## src/rtl/if_fetch_unit.sv

```systemverilog
// Instruction-fetch sequencer: PC register -> imem request/ready -> decode valid/ack.
// Optional fetch timeout (sticky fetch_err) is enabled by defining FETCH_TIMEOUT_EN.
module if_fetch_unit #(
    parameter logic [31:0] RESET_PC       = 32'h00400000,
    parameter int          TIMEOUT_CYCLES = 16,
    parameter int          TIMEOUT_W      = 5
) (
    input  logic        clk,
    input  logic        rst,
    input  logic [31:0] pc_in,
    output logic [31:0] pc_next,
    output logic        pc_ena,
    output logic        imem_req,
    output logic [31:0] imem_addr,
    input  logic        imem_ready,
    input  logic [31:0] imem_rdata,
    input  logic        redirect_valid,
    input  logic [31:0] redirect_target,
    input  logic        stall,
    input  logic        instr_ack,
    output logic [31:0] instr_out,
    output logic [31:0] instr_pc,
    output logic        instr_valid
`ifdef FETCH_TIMEOUT_EN
    ,
    output logic        fetch_err
`endif
);

    typedef enum logic [1:0] {IDLE, REQ, HOLD} state_t;

    if ((1 << TIMEOUT_W) <= TIMEOUT_CYCLES) begin : g_bad_cfg
        $error("TIMEOUT_W too narrow for TIMEOUT_CYCLES");
    end

    state_t      r_state, w_state_nxt;
    logic [31:0] r_instr_out;
    logic [31:0] r_instr_pc;
    logic        r_instr_valid;
    logic        w_redirect;
    logic        w_capture;
    logic        w_release;
    logic        w_unused_tgt;

    // Redirect only matters once the fetch loop is running; IDLE ignores it.
    assign w_redirect   = redirect_valid && (r_state != IDLE);
    assign w_capture    = (r_state == REQ) && imem_ready && !redirect_valid;
    assign w_release    = (r_state == HOLD) && instr_ack && !stall && !redirect_valid;
    assign w_unused_tgt = &redirect_target[1:0];

    assign imem_req    = (r_state == REQ);
    assign imem_addr   = pc_in;
    assign instr_out   = r_instr_out;
    assign instr_pc    = r_instr_pc;
    assign instr_valid = r_instr_valid;

    always_comb begin
        w_state_nxt = r_state;
        pc_ena      = 1'b0;
        pc_next     = pc_in + 32'd4;
        if (w_redirect) begin
            pc_ena      = 1'b1;
            pc_next     = {redirect_target[31:2], 2'b00};
            w_state_nxt = REQ;
        end else begin
            case (r_state)
                IDLE: w_state_nxt = REQ;
                REQ: begin
                    if (imem_ready) begin
                        pc_ena      = 1'b1;
                        w_state_nxt = HOLD;
                    end
                end
                HOLD: if (w_release) w_state_nxt = REQ;
                default: w_state_nxt = IDLE;
            endcase
        end
    end

    always_ff @(posedge clk or negedge rst) begin
        if (!rst) begin
            r_state       <= IDLE;
            r_instr_out   <= 32'h0;
            r_instr_pc    <= RESET_PC;
            r_instr_valid <= 1'b0;
        end else begin
            r_state <= w_state_nxt;
            if (w_redirect || w_release) begin
                r_instr_valid <= 1'b0;
            end else if (w_capture) begin
                r_instr_out   <= imem_rdata;
                r_instr_pc    <= pc_in;
                r_instr_valid <= 1'b1;
            end
        end
    end

`ifdef FETCH_TIMEOUT_EN
    logic [TIMEOUT_W-1:0] r_tmo_cnt;
    logic                 r_fetch_err;

    assign fetch_err = r_fetch_err;

    // Counts consecutive un-ready REQ cycles; saturates so the sticky error cannot re-arm.
    always_ff @(posedge clk or negedge rst) begin
        if (!rst) begin
            r_tmo_cnt   <= '0;
            r_fetch_err <= 1'b0;
        end else if (r_state != REQ || w_state_nxt != REQ) begin
            r_tmo_cnt <= '0;
        end else if (!imem_ready && r_tmo_cnt != TIMEOUT_W'(TIMEOUT_CYCLES)) begin
            r_tmo_cnt <= r_tmo_cnt + 1'b1;
            if (r_tmo_cnt == TIMEOUT_W'(TIMEOUT_CYCLES - 1)) r_fetch_err <= 1'b1;
        end
    end
`endif

endmodule

```

## config.mk

```make
export PLATFORM = sky130hd
export DESIGN_NAME = if_fetch_unit
export DESIGN_NICKNAME = d
export VERILOG_FILES = /design/src/rtl/if_fetch_unit.sv
export SDC_FILE = /design/constraint.sdc
export NUM_CORES = 1
export LEC_CHECK = 0
export ABC_AREA = 1
export BUFFER_PORTS_ARGS = -buffer_cell sky130_fd_sc_hd__buf_2
export CAP_MARGIN = 30
export CORE_AREA = 5 5 120 88
export DETAILED_ROUTE_END_ITERATION = 6
export DIE_AREA = 0 0 125 93
export PLACE_DENSITY_LB_ADDON = 0.3
export SETUP_SLACK_MARGIN = 0.02
export SLEW_MARGIN = 40
export SYNTH_ARGS = -nofsm -noshare
export SYNTH_HDL_FRONTEND = slang
export SYNTH_SLANG_ARGS = --single-unit
```

## constraint.sdc

```tcl
create_clock -name clk -period 1.6 [get_ports clk]
set_input_delay 0.24 -clock clk [delete_from_list [all_inputs] [get_ports clk]]
set_output_delay 0.24 -clock clk [all_outputs]
set_load 0.01 [all_outputs]
```

Word-level counts from Yosys, hierarchy flattened --
Index checks and enable logic that the tools add are counted.
Word-level totals: flip-flop bits (word level) 67, bits of input ports 102, output and inout bits 131, logic and storage cells 34
Operators by class: add/subtract/negate cells 1, eq/ne operators 4, multiplexer cells 10, bitwise gates (word level) 1, reductions and logical operators 14
Operators by type and width (count):
- $add A32 B3 Y32 const B | 1
- $mux W32 | 1
- $logic_and A1 B1 Y1 | 6
- $mux W2 | 3
- $pmux W2 S3 | 1
- $mux W1 | 5
- $reduce_and A2 Y1 | 2
- $reduce_bool A2 Y1 | 2
- $ne A3 B1 Y1 const B | 1
- $ne A3 B3 Y1 const B | 1
- $eq A2 B1 Y1 const B | 1
- $eq A2 B2 Y1 const B | 1
- $logic_not A1 Y1 | 2
- $logic_not A2 Y1 | 1
- $logic_or A1 B1 Y1 | 1
- $not A1 Y1 | 1

Depth between registers and ports, before layout --
Gate-level depths: netlist (run 1).
depth in word-level cells 7, gate-level depth with buffers 9, depth with buffers taken out 9

Worst setup path after synthesis (run 1) --
Ideal clock, no wire load.
kind input -> output, start input port pc_in[2], end output port pc_next[22], data arrival time 1.160 ns, setup slack 0.200 ns, cell stages on the path 9, path through ha_1 nand2_1 nor2_2 nand2_2 nor2_2 nand2_1 nand2_1 nand3_1 nand2_1
On the way: word-level cells in the longest chain between the ends 2
Ends and longest elaborated chain:
- start, declared | RTL line 10 | input logic [31:0] pc_in,
- $add A32 B3 Y32 | RTL line 60 | pc_next = pc_in + 32'd4;
- $mux W32 | RTL line 61 | if (w_redirect) begin
- end, declared | RTL line 11 | output logic [31:0] pc_next,
Every way passes these cells.

Final worst setup path (run 1) --
start register r_state[0], end output port pc_next[20]
On the way: word-level cells in the longest chain between the ends 3
Ends and longest elaborated chain:
- start, declared | RTL line 36 | state_t r_state, w_state_nxt;
- start signal, assigned | RTL line 87 | r_state <= w_state_nxt;
- $reduce_bool A2 Y1 | RTL line 46 | assign w_redirect = redirect_valid && (r_state != IDLE);
- $logic_and A1 B1 Y1 | RTL line 46
- $mux W32 | RTL line 61
Every way passes these cells.

==> results of run 1 <==
per-layer routing:
layer / vias up / GRT usage, % / wire length (um)
li1: 2042 / - / -
met1: 1954 / 28.75 / 6132
met2: 187 / 38.51 / 6711
met3: 10 / 5.993 / 1158
met4: 0 / 5.235 / 123
met5: - / 0 / 0
cell usage in the layout (no fill, tap or decap), drive strengths merged:
cell / Yosys / routed
clkinvlp: 0 / 2
xor2: 4 / 4
nor2: 42 / 42
buf: 42 / 282
dfrtp: 66 / 66
clkinv: 0 / 1
inv: 41 / 42
ha: 1 / 1
and2: 1 / 1
o21ai: 43 / 43
o31ai: 1 / 1
dfstp: 1 / 1
nand3: 35 / 35
a21oi: 4 / 4
bufinv: 0 / 2
xnor2: 1 / 1
nand4: 1 / 1
dlygate4sd3: 0 / 1
nand2: 166 / 166
mux2: 39 / 39
clkbuf: 5 / 11
cells by family (layout without fill, tap and decap cells):
logic type	count (synthesis)	after routing
AO/OA/AOI/OAI	48	48
XOR/XNOR	5	5
adder cells (fa/ha/maj)	1	1
buffers and inverters	88	341
flip-flops	67	67
multiplexers	39	39
AND/OR/NAND/NOR	245	245
state kept, by name, indices dropped and copies added (netlist names):
name	cells
r_state	2
instr_out	32
instr_pc	32
instr_valid	1
final cells by class:
type                            count  area, um2
Clock buffer                       10      229.0
Clock inverter                      6      88.84
Fill cell                         803       3312
Inverter                           41      156.4
Multi-Input combinational cell    338       2036
Sequential cell                    67       1678
Tap cell                          128      160.2
Timing Repair Buffer              284       1687
path summary, 6_finish.rpt:
kind                       slack [ns]       endpoint  cells past startpoint      startpoint
min in group asynchronous        0.50  instr_out[29]                      3             rst
setup / recovery                -0.20    pc_next[20]                      7      r_state[0]
setup reg to reg                 0.10  instr_out[15]                      6      r_state[0]
max in group asynchronous        0.77   instr_pc[22]                      3             rst
hold / removal                   0.15  instr_out[20]                      2  imem_rdata[20]
hold reg to reg                  0.48   instr_pc[30]                      2    instr_pc[30]
through the flow:
step	std cells	setup TNS, ns	setup WS, ns	cell area [um2]
after global placement	848	-1.904	-0.2051	5441
final	874	-5.392	-0.2039	6035
after detailed placement	848	-2.294	-0.2458	5441
after CTS	869	-3.965	-0.1864	5899
after global routing	874	-7.513	-0.2653	6035
after floorplan	493	0	0.2004	4064
worst reg2reg max path, cell delays in order (launching register included):
cell	delay [ns]
dfrtp_1	0.37
inv_2	0.06
buf_4	0.15
nor2_4	0.12
nand3_4	0.14
buf_12	0.21
mux2_4	0.33
power by group through the flow:
stage	Combinational, mW	Clock, mW	Sequential (mW)
after floorplan	0.914	0	2.55
after global placement	2.05	0	2.33
after detailed placement	2.08	0	2.36
after CTS	2.14	2.17	2.34
after global routing	2.38	2.23	2.39
final	2.19	2.13	2.34
repair_timing:
action,CTS,global route
buffers inserted,3,2
cloned,1,3
gates resized for setup,26,26
hold buffers,1,0
setup endpoints to repair,33,33
endpoints found under the hold margin,66,0
pin swaps,2,12
==> impl_metrics.env, run 1 <==
export IMPL_yosys_area_share_simple_pct=24.94
export IMPL_yosysUniqueCellTypes=26
export IMPL_critical_path_top_delay_family="buffers and inverters"
export IMPL_setup_viol=33
export IMPL_die_width_um=125
export IMPL_cts_root_buf="clkbuf_16"
export IMPL_layout_drive_gt1_share_pct=50.40
export IMPL_drt_total_wl_um=14120
export IMPL_synthCells=493
export IMPL_yosys_cell_count_top_type="nand2_1"
export IMPL_synth_compound_area_share_pct=6.065
export IMPL_global_route_overflow_total=0
export IMPL_switching_share_pct=31.30
export IMPL_yosysWarningCount=0
export IMPL_first_iter_violations=195
export IMPL_total_power_mw=6.659
export IMPL_max_freq_ghz=0.5543
export IMPL_worst_hold_slack_ns=0.1493
export IMPL_grt_pass1_wl_um=21070
export IMPL_seq_power_share_pct=35.1
export IMPL_synthAdderAreaFrac_pct=0.3079
export IMPL_path_buf_inv=4
export IMPL_async_flop_share_pct=100.0
export IMPL_clkTransAtPathRegs_ns=0.06
export IMPL_syn_area_um2=4064
export IMPL_synth_seq_area_share_pct=41.29
export IMPL_dr_pass1_iters=4
export IMPL_slew_headroom_pct=75.54
export IMPL_antenna_found_initial=0
export IMPL_synthMuxAreaShare_pct=14.32
export IMPL_clockBufferDepth=2
export IMPL_grtUsageTotal_pct=22.51
export IMPL_crit_chain="inv_2 -> a21oi_4 -> buf_6 -> clkbuf_16 -> nand2_1 -> nand2_1 -> buf_2"
export IMPL_synthTopCellsByCount="nand2_1 (164), dfrtp_1 (66), o21ai_0 (43), inv_1 (40), mux2_4 (38)"
export IMPL_grt_max_degree=68
export IMPL_synth_area_top_cells="dfrtp_1 (41%), nand2_1 (15%), mux2_4 (14%)"
export IMPL_grt_pass1_vias=4219
export IMPL_die_y_um=93
export IMPL_drcViolationCount=0
export IMPL_antenna_cells=0
export IMPL_rows=30
export IMPL_min_path_type="in2reg"
export IMPL_clkPwrFrac_pct=31.9
export IMPL_synthToLayoutAreaGrowth_pct=48.49
export IMPL_hold_violations=0
export IMPL_wire_per_inst_um=16.16
export IMPL_routed_via_density=4.797
export IMPL_yosysTopAreaCell="dfrtp_1"
export IMPL_skew_ns=0.008441
export IMPL_min_period_ns=1.804
export IMPL_slowest_delay_ns=0.37
export IMPL_cts_tree="done"
export IMPL_violations="setup timing"
export IMPL_synth_seq_cells=67
export IMPL_worstSetupPathType="reg2out"
export IMPL_place_congestion=0.8928
export IMPL_cp_common_cell="nand2_1"
export IMPL_timing_final_ws_setup_ns=-0.2039
export IMPL_final_antenna_net_count=0
export IMPL_status="complete, but fails checks"
export IMPL_cts_sinks=67
export IMPL_cp_max_fo=5
export IMPL_utilization_pct=64.56
export IMPL_initial_core_util_pct=43.48
export IMPL_port_buffers=230
export IMPL_dp_hpwl_um=10300
export IMPL_synth_fp_nets=596
export IMPL_rsz0062_at_grt="true"
export IMPL_cts_buffers=9
export IMPL_cts_htree_levels=3
export IMPL_startpoint_type="flop"
export IMPL_coreArea_um2=9346
export IMPL_worst_ep_required_time_ns=1.36
export IMPL_peakVddDrop_uv=479.0
export IMPL_avgSynthCellArea_um2=8.243
export IMPL_power_density_nw_per_um2=1103
export IMPL_num_vias=4193
export IMPL_pwr_share_comb_pct=32.9
export IMPL_cp_arrival_ns=1.56
export IMPL_setup_worst_path_end_class="output port"
export IMPL_p_leak_nw=3.378
export IMPL_synth_xor_xnor_area_share_pct=1.078
export IMPL_max_slew_worst_pin_slew_ns=0.3668
export IMPL_maxCapViolCount=0
export IMPL_nets=844
export IMPL_die_area_um2=11630
export IMPL_drv_slew=0
export IMPL_p_int_mw=4.575
export IMPL_ys_flop_type="dfrtp_1"
export IMPL_p_sw_mw=2.084
export IMPL_clk_latency_ns=0.32
export IMPL_slowest_stage="dfrtp_1"
export IMPL_io_pins=233
export IMPL_synth_top_area_share_pct=40.64
export IMPL_synth_edf_count=0
export IMPL_synth_top_family_by_area="simple AND/OR/NAND/NOR gates"
export IMPL_fin_crit_sh_pct=112.7
Power figures use the tool's default switching activity.
==> inputs of run 2 (changes only) <==
==> constraint.sdc (replaced) <==
create_clock -name clk -period 1.6 [get_ports clk]
set_input_delay 0.08 -clock clk [delete_from_list [all_inputs] [get_ports clk]]
set_output_delay 0.08 -clock clk [all_outputs]
set_load 0.01 [all_outputs]
==> run 2 against run 1 <==
Effect of this change:
- the flow now finishes without violations
- cell count shrank 0.34%
- register-to-register slack better by 0.02 ns
- clock skew down 0.0045 ns
- power down 0.19%
- global-route usage rose by 1.4 points
- largest cell class unchanged
- highest routed layer unchanged
==> impl_metrics.env, run 2 (same netlist as run 1, synthesis figures left out) <==
export IMPL_status="finished, final reports clean"
export IMPL_path_buf_inv=5
export IMPL_rows=30
export IMPL_antenna_cells=0
export IMPL_io_pins=233
export IMPL_min_period_ns=1.599
export IMPL_nFillCells=797
export IMPL_drv_slew=0
export IMPL_global_route_overflow_total=0
export IMPL_final_antenna_net_count=0
export IMPL_fin_crit_sh_pct=99.92
export IMPL_slew_headroom_pct=74.83
export IMPL_grt_pass1_wl_um=22140
export IMPL_cts_htree_levels=3
export IMPL_pre_cts_slack_ns=0.04526
export IMPL_timing_final_ws_setup_ns=0.001333
export IMPL_layout_commonest_cell="buf_2"
export IMPL_drcViolationCount=0
export IMPL_crit_chain="inv_2 -> a21oi_4 -> buf_12 -> inv_8 -> buf_8 -> nand3_1 -> nand2_1 -> buf_2"
export IMPL_drt_total_wl_um=13850
export IMPL_layout_cells_non_filler=871
export IMPL_dp_hpwl_um=10030
export IMPL_port_buffers=230
export IMPL_clk_latency_ns=0.33
export IMPL_peakVddDrop_uv=508.5
export IMPL_num_vias=4149
export IMPL_skew_ns=0.003954
export IMPL_utilization_pct=65.37
export IMPL_max_freq_ghz=0.6255
export IMPL_hold_violations=0
export IMPL_first_iter_violations=168
export IMPL_grt_pass1_vias=4186
export IMPL_reg2reg_setup_slack_ns=0.12
export IMPL_min_path_type="in2reg"
export IMPL_wire_per_inst_um=15.90
export IMPL_layout_drive_gt1_share_pct=46.57
export IMPL_maxCapViolCount=0
export IMPL_max_slew_worst_pin_slew_ns=0.3775
export IMPL_p_leak_nw=3.342
export IMPL_die_width_um=125
export IMPL_rsz0062_at_grt="true"
export IMPL_startpoint_type="flop"
export IMPL_cp_max_fo=8
export IMPL_antenna_found_initial=0
export IMPL_place_congestion=0.8898
export IMPL_dp_cells=816
export IMPL_synthToLayoutAreaGrowth_pct=50.34
export IMPL_cts_buffers=9
export IMPL_cts_sinks=67
export IMPL_power_density_nw_per_um2=1088
export IMPL_setup_viol=0
export IMPL_critical_path_top_delay_family="buffers and inverters"
export IMPL_worst_hold_slack_ns=0.01676
export IMPL_die_area_um2=11630
export IMPL_slowest_stage="dfrtp_1"
export IMPL_grt_max_degree=68
export IMPL_cts_tree="done"
export IMPL_clkTransAtPathRegs_ns=0.06
export IMPL_mostFrequentLayoutCells="buf_2 (229), nand2_1 (161), dfrtp_1 (65)"
export IMPL_slowest_delay_ns=0.39
export IMPL_cp_arrival_ns=1.52
export IMPL_nets=841
export IMPL_dr_pass1_iters=5
export IMPL_initial_core_util_pct=43.48
export IMPL_cts_root_buf="clkbuf_16"
export IMPL_grtUsageTotal_pct=23.87
export IMPL_worstSetupPathType="reg2out"
export IMPL_clockBufferDepth=2
export IMPL_die_y_um=93
export IMPL_routed_via_density=4.763
export IMPL_worst_ep_required_time_ns=1.52
export IMPL_coreArea_um2=9346
export IMPL_setup_worst_path_end_class="output port"
run 2: area by class of cell:
class                   instances  area, um2  area share (%)
clock buffers                  10      229.0           3.748
clock inverters                 6      90.09           1.475
inverters                      41      161.4           2.642
multi-input cells             338       2058           33.69
flip-flops and latches         67       1679           27.48
well taps                     128      160.2           2.621
repair buffers                281       1732           28.34
run 2: where the power goes:
group,switching (mW),total (mW),internal (mW)
Clock,0.738,2.10,1.37
Combinational,1.11,2.21,1.10
Sequential,0.217,2.33,2.11
run 2: per-layer routing:
layer / global-route usage, % / wire length [um] / vias up
li1: - / - / 2028
met1: 30.60 / 5976 / 1920
met2: 40.34 / 6644 / 193
met3: 6.792 / 1137 / 8
met4: 5.596 / 93 / 0
met5: 0 / 0 / -
run 2: metrics by stage:
stage               power, mW  area, um2  TNS [ns]
global placement        4.338       5176         0
CTS                     6.731       6096   -0.3969
global route            7.033       6110    -1.071
floorplan               3.466       4064         0
detailed placement      4.376       5176         0
finish                  6.647       6110         0
run 2: worst paths after layout:
check / start / endpoint / cells after the start
setup / recovery: r_state[0] / pc_next[15] / 8
hold / removal: imem_rdata[7] / instr_out[7] / 2
setup reg to reg: r_state[1] / instr_out[31] / 5
hold reg to reg: instr_pc[2] / instr_pc[2] / 2
max in group asynchronous: rst / instr_pc[22] / 3
min in group asynchronous: rst / instr_out[23] / 3
run 2: repair_timing:
action / in CTS / in global routing
pin swaps: 8 / 2
buffers inserted: 7 / 10
gates resized for setup: 46 / 17
hold buffers: 33 / 0
cloned: 2 / 0
setup endpoints to repair: 33 / 33
endpoints found under the hold margin: 98 / 0
run 2: worst register-to-register path, stage by stage, from the launching register on:
cell and delay (ns):
dfrtp_2 0.41, buf_4 0.16, nor2_4 0.14, nand3_4 0.11, buf_4 0.24, mux2_4 0.32
==> inputs of run 3 (changes only) <==
Settings changed: RECOVER_POWER from default to 100.
==> run 3 against run 2 <==
Effect of this change:
- the run now ends with setup timing left
- clock power is essentially flat
- worst setup slack lost 0.016 ns
- cell count is the same
- sequential cell count is the same
- first-iteration DRC count grew 7.1%
- clock skew grew 0.00055 ns
- largest power group unchanged
- non-clock buffer count is the same
- register-to-register slack lost 0.13 ns
- critical path depth shrank 2
- global-route usage is the same
==> impl_metrics.env, run 3 (same netlist as run 1, synthesis figures left out) <==
export IMPL_startpoint_type="flop"
export IMPL_layout_drive_gt1_share_pct=32.71
export IMPL_violations="setup timing"
export IMPL_die_y_um=93
export IMPL_nets=841
export IMPL_setup_viol=19
export IMPL_cts_tree="done"
export IMPL_cp_arrival_ns=1.82
export IMPL_switching_share_pct=32.02
export IMPL_antenna_cells=0
export IMPL_grt_pass1_vias=4186
export IMPL_placed_cell_area_um2=5176
export IMPL_timing_final_ws_setup_ns=-0.01464
export IMPL_maxCapViolCount=0
export IMPL_p_sw_mw=2.079
export IMPL_drt_total_wl_um=13870
export IMPL_dr_pass1_iters=5
export IMPL_die_area_um2=11630
export IMPL_min_period_ns=1.615
export IMPL_seq_power_share_pct=36.1
export IMPL_worst_ep_required_time_ns=1.81
export IMPL_slew_headroom_pct=37.62
export IMPL_clkTransAtPathRegs_ns=0.06
export IMPL_p_int_mw=4.415
export IMPL_worstSetupPathType="reg2reg"
export IMPL_design_area_um2=5936
export IMPL_first_iter_violations=180
export IMPL_synthToLayoutAreaGrowth_pct=46.06
export IMPL_setup_worst_path_end_class="flop"
export IMPL_wire_per_inst_um=15.93
export IMPL_drcViolationCount=0
export IMPL_cts_root_buf="clkbuf_16"
export IMPL_status="complete, but fails checks"
export IMPL_peakVddDrop_uv=509.0
export IMPL_die_width_um=125
export IMPL_hold_violations=0
export IMPL_cts_htree_levels=3
export IMPL_clockBufferDepth=2
export IMPL_p_leak_nw=3.014
export IMPL_max_freq_ghz=0.6193
export IMPL_rsz0062_at_grt="true"
export IMPL_dp_cells=816
export IMPL_power_density_nw_per_um2=1094
export IMPL_grtUsageTotal_pct=23.87
export IMPL_antenna_found_initial=0
export IMPL_grt_max_degree=68
export IMPL_clk_latency_ns=0.33
export IMPL_grt_pass1_wl_um=22140
export IMPL_skew_ns=0.004507
export IMPL_cts_sinks=67
export IMPL_routed_via_density=4.788
export IMPL_cp_max_fo=26
export IMPL_clkPwrFrac_pct=32.5
export IMPL_layout_cells_non_filler=871
export IMPL_rows=30
export IMPL_nFillCells=867
export IMPL_max_slew_worst_pin_slew_ns=0.9357
export IMPL_io_pins=233
export IMPL_pwr_share_comb_pct=31.4
export IMPL_port_buffers=230
export IMPL_fin_crit_sh_pct=100.9
export IMPL_layout_commonest_cell="nand2_1"
export IMPL_drv_slew=0
export IMPL_coreArea_um2=9346
export IMPL_global_route_overflow_total=0
export IMPL_dp_hpwl_um=10030
export IMPL_place_congestion=0.8898
export IMPL_mostFrequentLayoutCells="nand2_1 (161), buf_2 (134), clkbuf_1 (97)"
export IMPL_num_vias=4170
export IMPL_cts_buffers=9
export IMPL_min_path_type="in2reg"
export IMPL_final_antenna_net_count=0
export IMPL_initial_core_util_pct=43.48
[run 3: worst max-delay path: stages, from the launching register on]
cell,delay [ns]
dfrtp_1,0.39
inv_2,0.08
buf_4,0.13
nor2_4,0.04
nand3_4,0.07
buf_4,0.41
mux2_4,0.35
[run 3: metal layers]
metal | share of wire, % | GRT usage, % | vias up | routed length (um)
met5 | 0 | 0 | - | 0
met4 | 0.89 | 5.596 | 0 | 123
met3 | 8.1 | 6.792 | 14 | 1117
met2 | 48 | 40.34 | 198 | 6623
met1 | 43 | 30.60 | 1928 | 6007
li1 | - | - | 2030 | -
[run 3: cell type report]
cell class,instances,area [um2],area share [%]
Multi-Input combinational cell,338,2032,34.23
Inverter,41,161.4,2.719
Tap cell,128,160.2,2.698
Clock buffer,10,229.0,3.858
Timing Repair Buffer,281,1584,26.69
Sequential cell,67,1679,28.29
Clock inverter,6,90.09,1.518
[run 3: final timing paths]
| check | start | endpoint | slack [ns] | cells past startpoint |
|---|---|---|---|---|
| min in group asynchronous | rst | instr_out[23] | 0.54 | 3 |
| min reg2reg | instr_pc[25] | instr_pc[25] | 0.48 | 2 |
| max reg2reg | r_state[0] | instr_out[21] | -0.01 | 6 |
| max in group asynchronous | rst | r_state[1] | 0.41 | 3 |
| min | imem_rdata[7] | instr_out[7] | 0.02 | 2 |
| max | r_state[0] | instr_out[21] | -0.01 | 6 |
[run 3: power by group through the flow]
stage | Combinational [mW] | Clock (mW) | Sequential [mW]
2_1_floorplan | 0.914 | 0 | 2.55
6_report | 2.04 | 2.11 | 2.34
3_5_place_dp | 2.02 | 0 | 2.35
4_1_cts | 2.24 | 2.16 | 2.33
3_3_place_gp | 2.01 | 0 | 2.33
5_1_grt | 2.23 | 2.25 | 2.40
[run 3: per-stage QoR]
step	setup slack [ns]	TNS (ns)	util (%)	total power, mW	hold slack [ns]
2_1_floorplan	0.2659	0	-	3.466	-0.2156
3_3_place_gp	0.08549	0	55.38	4.338	0.1311
3_5_place_dp	0.04526	0	55.38	4.376	0.1375
4_1_cts	-0.04043	-0.3969	65.22	6.731	0.007322
5_1_grt	-0.09085	-2.842	63.51	6.879	0.003650
6_report	-0.01464	-0.1438	63.51	6.494	0.01799
[run 3: repair_timing]
action                     in CTS  in global routing
buffers inserted                7                 10
resized for setup              46                 17
cloned                          2                  0
pin swaps                       8                  2
setup endpoints to repair      33                 33
hold buffers                   33                  0
hold endpoints to repair       98                  0
